**config.mk**
```make
export PLATFORM = sky130hd
export DESIGN_NAME = alu_seq_ctrl
export DESIGN_NICKNAME = d
export VERILOG_FILES = /design/src/rtl/alu_seq_ctrl.sv
export SDC_FILE = /design/constraint.sdc
export NUM_CORES = 1
export LEC_CHECK = 0
export CORE_MARGIN = 2
export CORE_UTILIZATION = 49
export CTS_BUF_LIST = sky130_fd_sc_hd__clkbuf_16
export DETAILED_ROUTE_END_ITERATION = 8
export PLACE_DENSITY = 0.86
export SKIP_LAST_GASP = 1
export SYNTH_ARGS = -nofsm -noshare
export SYNTH_HDL_FRONTEND = slang
export SYNTH_SLANG_ARGS = --single-unit
```
**constraint.sdc**
```tcl
create_clock -name clk -period 3.02 [get_ports clk]
set_clock_uncertainty 0.1 [all_clocks]
set_input_delay 0.906 -clock clk [delete_from_list [all_inputs] [get_ports clk]]
set_output_delay 0.906 -clock clk [all_outputs]
set_load 0.01 [all_outputs]
```
**src/rtl/alu_seq_ctrl.sv**
```systemverilog
// alu_seq_ctrl: runs a 1..MAX_BYTES byte add/sub/and/orr/xor/cmp through an
// 8-bit ALU, one byte per cycle, and assembles the result and final flags.
// Ports: clk, rst (sync, active-high); start/req_* request; alu_* drive to
// and return from the ALU; busy/done/err status; result, flags_out outputs.

package pkg_alu;
    typedef enum logic [2:0] {
        alu_op_add, alu_op_adc, alu_op_sub, alu_op_sbc,
        alu_op_and, alu_op_orr, alu_op_xor, alu_op_cmp
    } alu_oper;

    typedef struct packed {
        logic [3:0] rsv;
        logic       n;
        logic       v;
        logic       z;
        logic       c;
    } proc_flags;
endpackage

module alu_seq_ctrl #(
    parameter int MAX_BYTES = 4
) (
    input  logic                   clk,
    input  logic                   rst,
    input  logic                   start,
    input  logic [2:0]             req_op,
    input  logic [2:0]             req_len,
    input  logic [8*MAX_BYTES-1:0] req_a,
    input  logic [8*MAX_BYTES-1:0] req_b,
    input  pkg_alu::proc_flags     flags_in,
    output pkg_alu::alu_oper       alu_oper,
    output logic [7:0]             alu_a_lo,
    output logic [7:0]             alu_a_hi,
    output logic [7:0]             alu_b,
    output pkg_alu::proc_flags     alu_flags_in,
    input  logic [7:0]             alu_out_lo,
    input  pkg_alu::proc_flags     alu_flags_out,
    output logic                   busy,
    output logic                   done,
    output logic                   err,
    output logic [8*MAX_BYTES-1:0] result,
    output pkg_alu::proc_flags     flags_out
);
    localparam int W = 8 * MAX_BYTES;
    localparam logic [2:0] MAX_LEN = 3'(MAX_BYTES);

    localparam logic [2:0] OP_ADD = 3'd0;
    localparam logic [2:0] OP_SUB = 3'd1;
    localparam logic [2:0] OP_AND = 3'd2;
    localparam logic [2:0] OP_ORR = 3'd3;
    localparam logic [2:0] OP_XOR = 3'd4;
    localparam logic [2:0] OP_CMP = 3'd5;

    typedef enum logic [1:0] {IDLE, RUN, DONE} state_t;

    state_t             state_q, state_d;
    logic [2:0]         op_q, len_q, idx_q;
    logic [W-1:0]       a_q, b_q, result_q;
    pkg_alu::proc_flags flags_q, flags_out_q, flags_fin;
    logic               carry_q, z_acc_q, err_q;
    logic               legal, accept, reject, first, last;
    logic               unused_flags;

    assign legal = (req_op <= OP_CMP) && (req_len != 3'd0)
                   && (req_len <= MAX_LEN);
    assign first = (idx_q == 3'd0);
    assign last  = (idx_q == len_q - 3'd1);

    always_ff @(posedge clk) begin
        if (rst) begin
            state_q <= IDLE;
        end else begin
            state_q <= state_d;
        end
    end

    always_comb begin
        state_d = state_q;
        accept  = 1'b0;
        reject  = 1'b0;
        case (state_q)
            IDLE: begin
                if (start) begin
                    if (legal) begin
                        accept  = 1'b1;
                        state_d = RUN;
                    end else begin
                        reject = 1'b1;
                    end
                end
            end
            RUN:     if (last) state_d = DONE;
            DONE:    state_d = IDLE;
            default: state_d = IDLE;
        endcase
    end

    // ALU drive; first byte uses the non-carry op and the captured C,
    // later bytes chain the carry produced by the previous byte.
    always_comb begin
        alu_oper     = pkg_alu::alu_op_add;
        alu_a_lo     = 8'h00;
        alu_b        = 8'h00;
        alu_flags_in = flags_in;
        if (state_q == RUN) begin
            alu_a_lo     = 8'(a_q >> (8 * idx_q));
            alu_b        = 8'(b_q >> (8 * idx_q));
            alu_flags_in = flags_q;
            if (!first) alu_flags_in.c = carry_q;
            unique case (op_q)
                OP_ADD: alu_oper = first ? pkg_alu::alu_op_add
                                         : pkg_alu::alu_op_adc;
                OP_SUB: alu_oper = first ? pkg_alu::alu_op_sub
                                         : pkg_alu::alu_op_sbc;
                OP_CMP: alu_oper = first ? pkg_alu::alu_op_cmp
                                         : pkg_alu::alu_op_sbc;
                OP_AND: alu_oper = pkg_alu::alu_op_and;
                OP_ORR: alu_oper = pkg_alu::alu_op_orr;
                OP_XOR: alu_oper = pkg_alu::alu_op_xor;
                default: alu_oper = pkg_alu::alu_op_add;
            endcase
        end
    end

    // Final flags: captured flags with only C and Z taken from the run.
    always_comb begin
        flags_fin   = flags_q;
        flags_fin.c = alu_flags_out.c;
        flags_fin.z = z_acc_q & alu_flags_out.z;
    end

    always_ff @(posedge clk) begin
        if (rst) begin
            op_q        <= 3'd0;
            len_q       <= 3'd0;
            idx_q       <= 3'd0;
            a_q         <= '0;
            b_q         <= '0;
            flags_q     <= '0;
            carry_q     <= 1'b0;
            z_acc_q     <= 1'b1;
            result_q    <= '0;
            flags_out_q <= '0;
            err_q       <= 1'b0;
        end else begin
            err_q <= reject;
            if (accept) begin
                op_q     <= req_op;
                len_q    <= req_len;
                a_q      <= req_a;
                b_q      <= req_b;
                flags_q  <= flags_in;
                idx_q    <= 3'd0;
                z_acc_q  <= 1'b1;
                result_q <= '0;
            end else if (state_q == RUN) begin
                carry_q <= alu_flags_out.c;
                z_acc_q <= z_acc_q & alu_flags_out.z;
                idx_q   <= idx_q + 3'd1;
                // result was cleared on accept, so OR-ing places byte i
                if (op_q != OP_CMP) begin
                    result_q <= result_q
                                | (W'(alu_out_lo) << (8 * idx_q));
                end
                if (last) flags_out_q <= flags_fin;
            end
        end
    end

    assign unused_flags = ^{alu_flags_out.rsv, alu_flags_out.n,
                            alu_flags_out.v};

    assign alu_a_hi  = 8'h00;
    assign busy      = (state_q != IDLE);
    assign done      = (state_q == DONE);
    assign err       = err_q;
    assign result    = result_q;
    assign flags_out = flags_out_q;
endmodule

```
==> flow_metrics.tcl <==
set metrics [dict create \
    final-hold-violation-count 0 \
    grt_max_degree 82 \
    die_area_um2 14000 \
    power_leakage_nw 2.92 \
    viasPerCell 6.55 \
    synthMuxAreaShare_pct 7.04 \
    r2r_end "idx_q[0]$_SDFFE_PP0P_" \
    path_max_fanout 9 \
    max_clock_freq_mhz 337 \
    numCtsBuffers 17 \
    fin_crit_sh_pct 98.3 \
    seq_area_frac_synth_pct 39.4 \
    clkLatencyLatePin_ps 420 \
    path_clk_slew_ps 50 \
    final_common_cell "clkdlybuf4s50_1" \
    whs_ps 360 \
    synth_compound_area_share_pct 32.9 \
    fp.coreArea_um2 12700 \
    max_cap_viol_count 0 \
    period_minus_slack_ps 2970 \
    power_w 0.00439 \
    r2r_setup_slack_ps 890 \
    io_pins 175 \
    min_path_cells 1 \
    fp.dieH_um 118 \
    dpl-instance-area_um2 8140 \
    yosys.cell_types.count 43 \
    power_switching_w 0.00111 \
    dpl.hpwl_um 12100 \
    setup_violations 0 \
    area_delta_synth_final_pct 36.4 \
    clock-sinks 126 \
    pwr-share-seq_pct 40.0 \
    drive_gt1_share_pct 11.6 \
    cts_tree "done" \
    synth_area_um2 6400 \
    r2r_start "state_q[1]$_SDFFE_PP0P_" \
    relSlewSlack_pct 43.5 \
    ctsHoldBuffers 0 \
    synthAdderAreaFrac_pct 0.586 \
    drc 0 \
    ant_nets 0 \
    grt_pass1_wl_um 31300 \
    startpoint "idx_q[0]$_SDFFE_PP0P_" \
    cp.required_ps 2010 \
    hp-class "flop to flop" \
    root_buffer "clkbuf_16" \
    gp_congestion 0.883 \
    antenna_found_initial 1 \
    grt_pass1_vias 6063 \
    vias 6452 \
    layout.nets 902 \
    peakVddDrop_mv 0.355 \
    outcome "completed" \
    wl_met1_um 7680 \
    maxSlewViolCount 0 \
    dieWidth_um 118 \
    power.density_nw_per_um2 503 \
    routed_wl_um 19600 \
    swShare_pct 25.3 \
    maxUsedRoutingLayer "met4" \
    worstHoldEndpoint "result[8]$_SDFFE_PP0P_" \
    dr_wl_met2_um 9630 \
    syn_avg_cell_area_um2 9.28 \
    comb_power_share_pct 15.2 \
    cp.arrival_ps 1960 \
    pwr-share-clk_pct 44.8 \
    grt.total_usage_pct 27.6 \
    wl_met3_um 1730 \
    synthSimpleGateAreaFrac_pct 11.0 \
    endpoint_kind "primary output" \
    diodes 0 \
    rsz0062_at_grt "true" \
    r2r_cells 5 \
    place_inst 953 \
    grt.overflow.total 0 \
    mostFrequentLayoutCells "133 x clkdlybuf4s50_1, 125 x dfxtp_1, 82 x a21oi_1" \
    final_area_um2 8730 \
    netlist_instances 690 \
    cts_buffer_depth 2 \
    synth_top_family_by_area "compound AO/OA/AOI/OAI gates" \
    wl_per_cell_um 19.9 \
    initial_utilization_pct 50.5 \
    fp-row-count 41 \
    p_int_w 0.00328 \
    ys_seq_elements 126 \
    worstSetupPathType "flop to primary output" \
    worst_pin_slew_ps 848 \
    drtPass1Iterations 6 \
    min_from "result[8]$_SDFFE_PP0P_" \
    synth_xor_xnor_area_share_pct 0.919 \
    post-route-util_pct 68.9 \
    start_kind "flop" \
    drtIter0Drc 792 \
    stdcell_count 985 \
    htree_levels 4 \
    yosys_warnings 0 \
    numPortBuffers 160 \
]
## critical path: stages, from the launching register on
cell and delay [ps]:
dfxtp_4 400, buf_12 160, mux4_2 510, nor2b_1 160, dlygate4sd2_1 300
## state kept, by name (all words and copies together), names as in the netlist, 3 cells and up
name,cells
flags_out,8
b_q,32
flags_fin,6
op_q,3
result,32
a_q,32
len_q,3
idx_q,3
## synthesized netlist by cell type
cell type  instances  area (um2)
nor3_1             2        10.0
a21oi_1           82         410
o31ai_1            1        7.51
clkbuf_2           1        5.00
nor2_1             3        11.3
and2_1             2        12.5
buf_1              1        3.75
o41ai_1           79         692
or3b_1             1        8.76
clkinv_1           2        7.51
buf_2             10        50.1
o21a_1            33         248
buf_6              4        45.0
a31oi_1            1        6.26
nor3b_2            1        12.5
o211ai_1           1        7.51
nand2b_1          10        62.6
o21ba_2            1        10.0
mux2i_1            9        90.1
nor3_2             1        10.0
nor4_1            33         206
o21ai_0            3        15.0
nor2b_1           20         125
nand3b_1           1        7.51
nand3_1            1        5.00
buf_4              8        60.1
and3b_1            1        8.76
o41a_4             1        21.3
inv_1              5        18.8
xor3_1             1        23.8
ha_1               3        37.5
mux4_2            16         360
o2111ai_1         78         683
conb_1             1        3.75
a211oi_1           1        7.51
clkbuf_1          86         323
xnor2_1            3        26.3
or3b_2             2        17.5
or2_2              1        6.26
xor2_1             1        8.76
nand2_1           52         195
nor3b_1            1        7.51
dfxtp_1          126        2520
## how the worst max path moves through the flow
| stage | cells after the start | endpoint |
|---|---|---|
| after detailed placement | 4 | alu_flags_in[0] |
| after global placement | 4 | alu_flags_in[0] |
| final | 4 | alu_a_lo[4] |
| after floorplan | 8 | alu_flags_in[0] |
| after global routing | 4 | alu_a_lo[3] |
| after CTS | 4 | alu_a_lo[7] |
## area by class of cell
| type | instances | area, um2 |
|---|---|---|
| Clock buffer | 17 | 425 |
| Sequential cell | 126 | 2530 |
| Fill cell | 965 | 3940 |
| Tap cell | 172 | 215 |
| Multi-Input combinational cell | 454 | 3430 |
| Inverter | 7 | 26.3 |
| Clock inverter | 13 | 133 |
| Timing Repair Buffer | 196 | 1970 |
## logic make-up after synthesis
logic type                 count (synthesis)
DFF                                      126
other                                      1
muxes                                     25
buffers and inverters                    117
adders and majority gates                  3
AOI/OAI and AO/OA                        281
and+or+nand+nor                          132
xor gates and xnor gates                   5
## per-layer routing
layer,vias to the layer above,global-route usage [%]
met1,3088,34.2
li1,2956,-
met5,-,0
met2,363,45.8
met3,45,6.81
met4,0,11.6
## timing repair
item	4_1_cts	5_1_grt
gates resized for setup	32	6
pin swaps	0	0
endpoints found under the setup margin	27	10
buffers inserted	1	0
hold endpoints to repair	0	0
cloned	1	0
## power by group through the flow
stage	clock (W)	combinational, W	sequential [W]
floorplan	0	0.000381	0.00178
global placement	0	0.000631	0.00178
detailed placement	0	0.000649	0.00179
CTS	0.00198	0.000659	0.00175
global route	0.00206	0.000709	0.00176
finish	0.00197	0.000666	0.00176
## through the flow
stage	worst slack [ps]	setup TNS, ps
after floorplan	146	0
after global placement	-58.2	-196
after detailed placement	-91.4	-251
after CTS	-148	-212
after global routing	-17.0	-17.0
final	52.3	0
(Power assumes the default switching activity.)
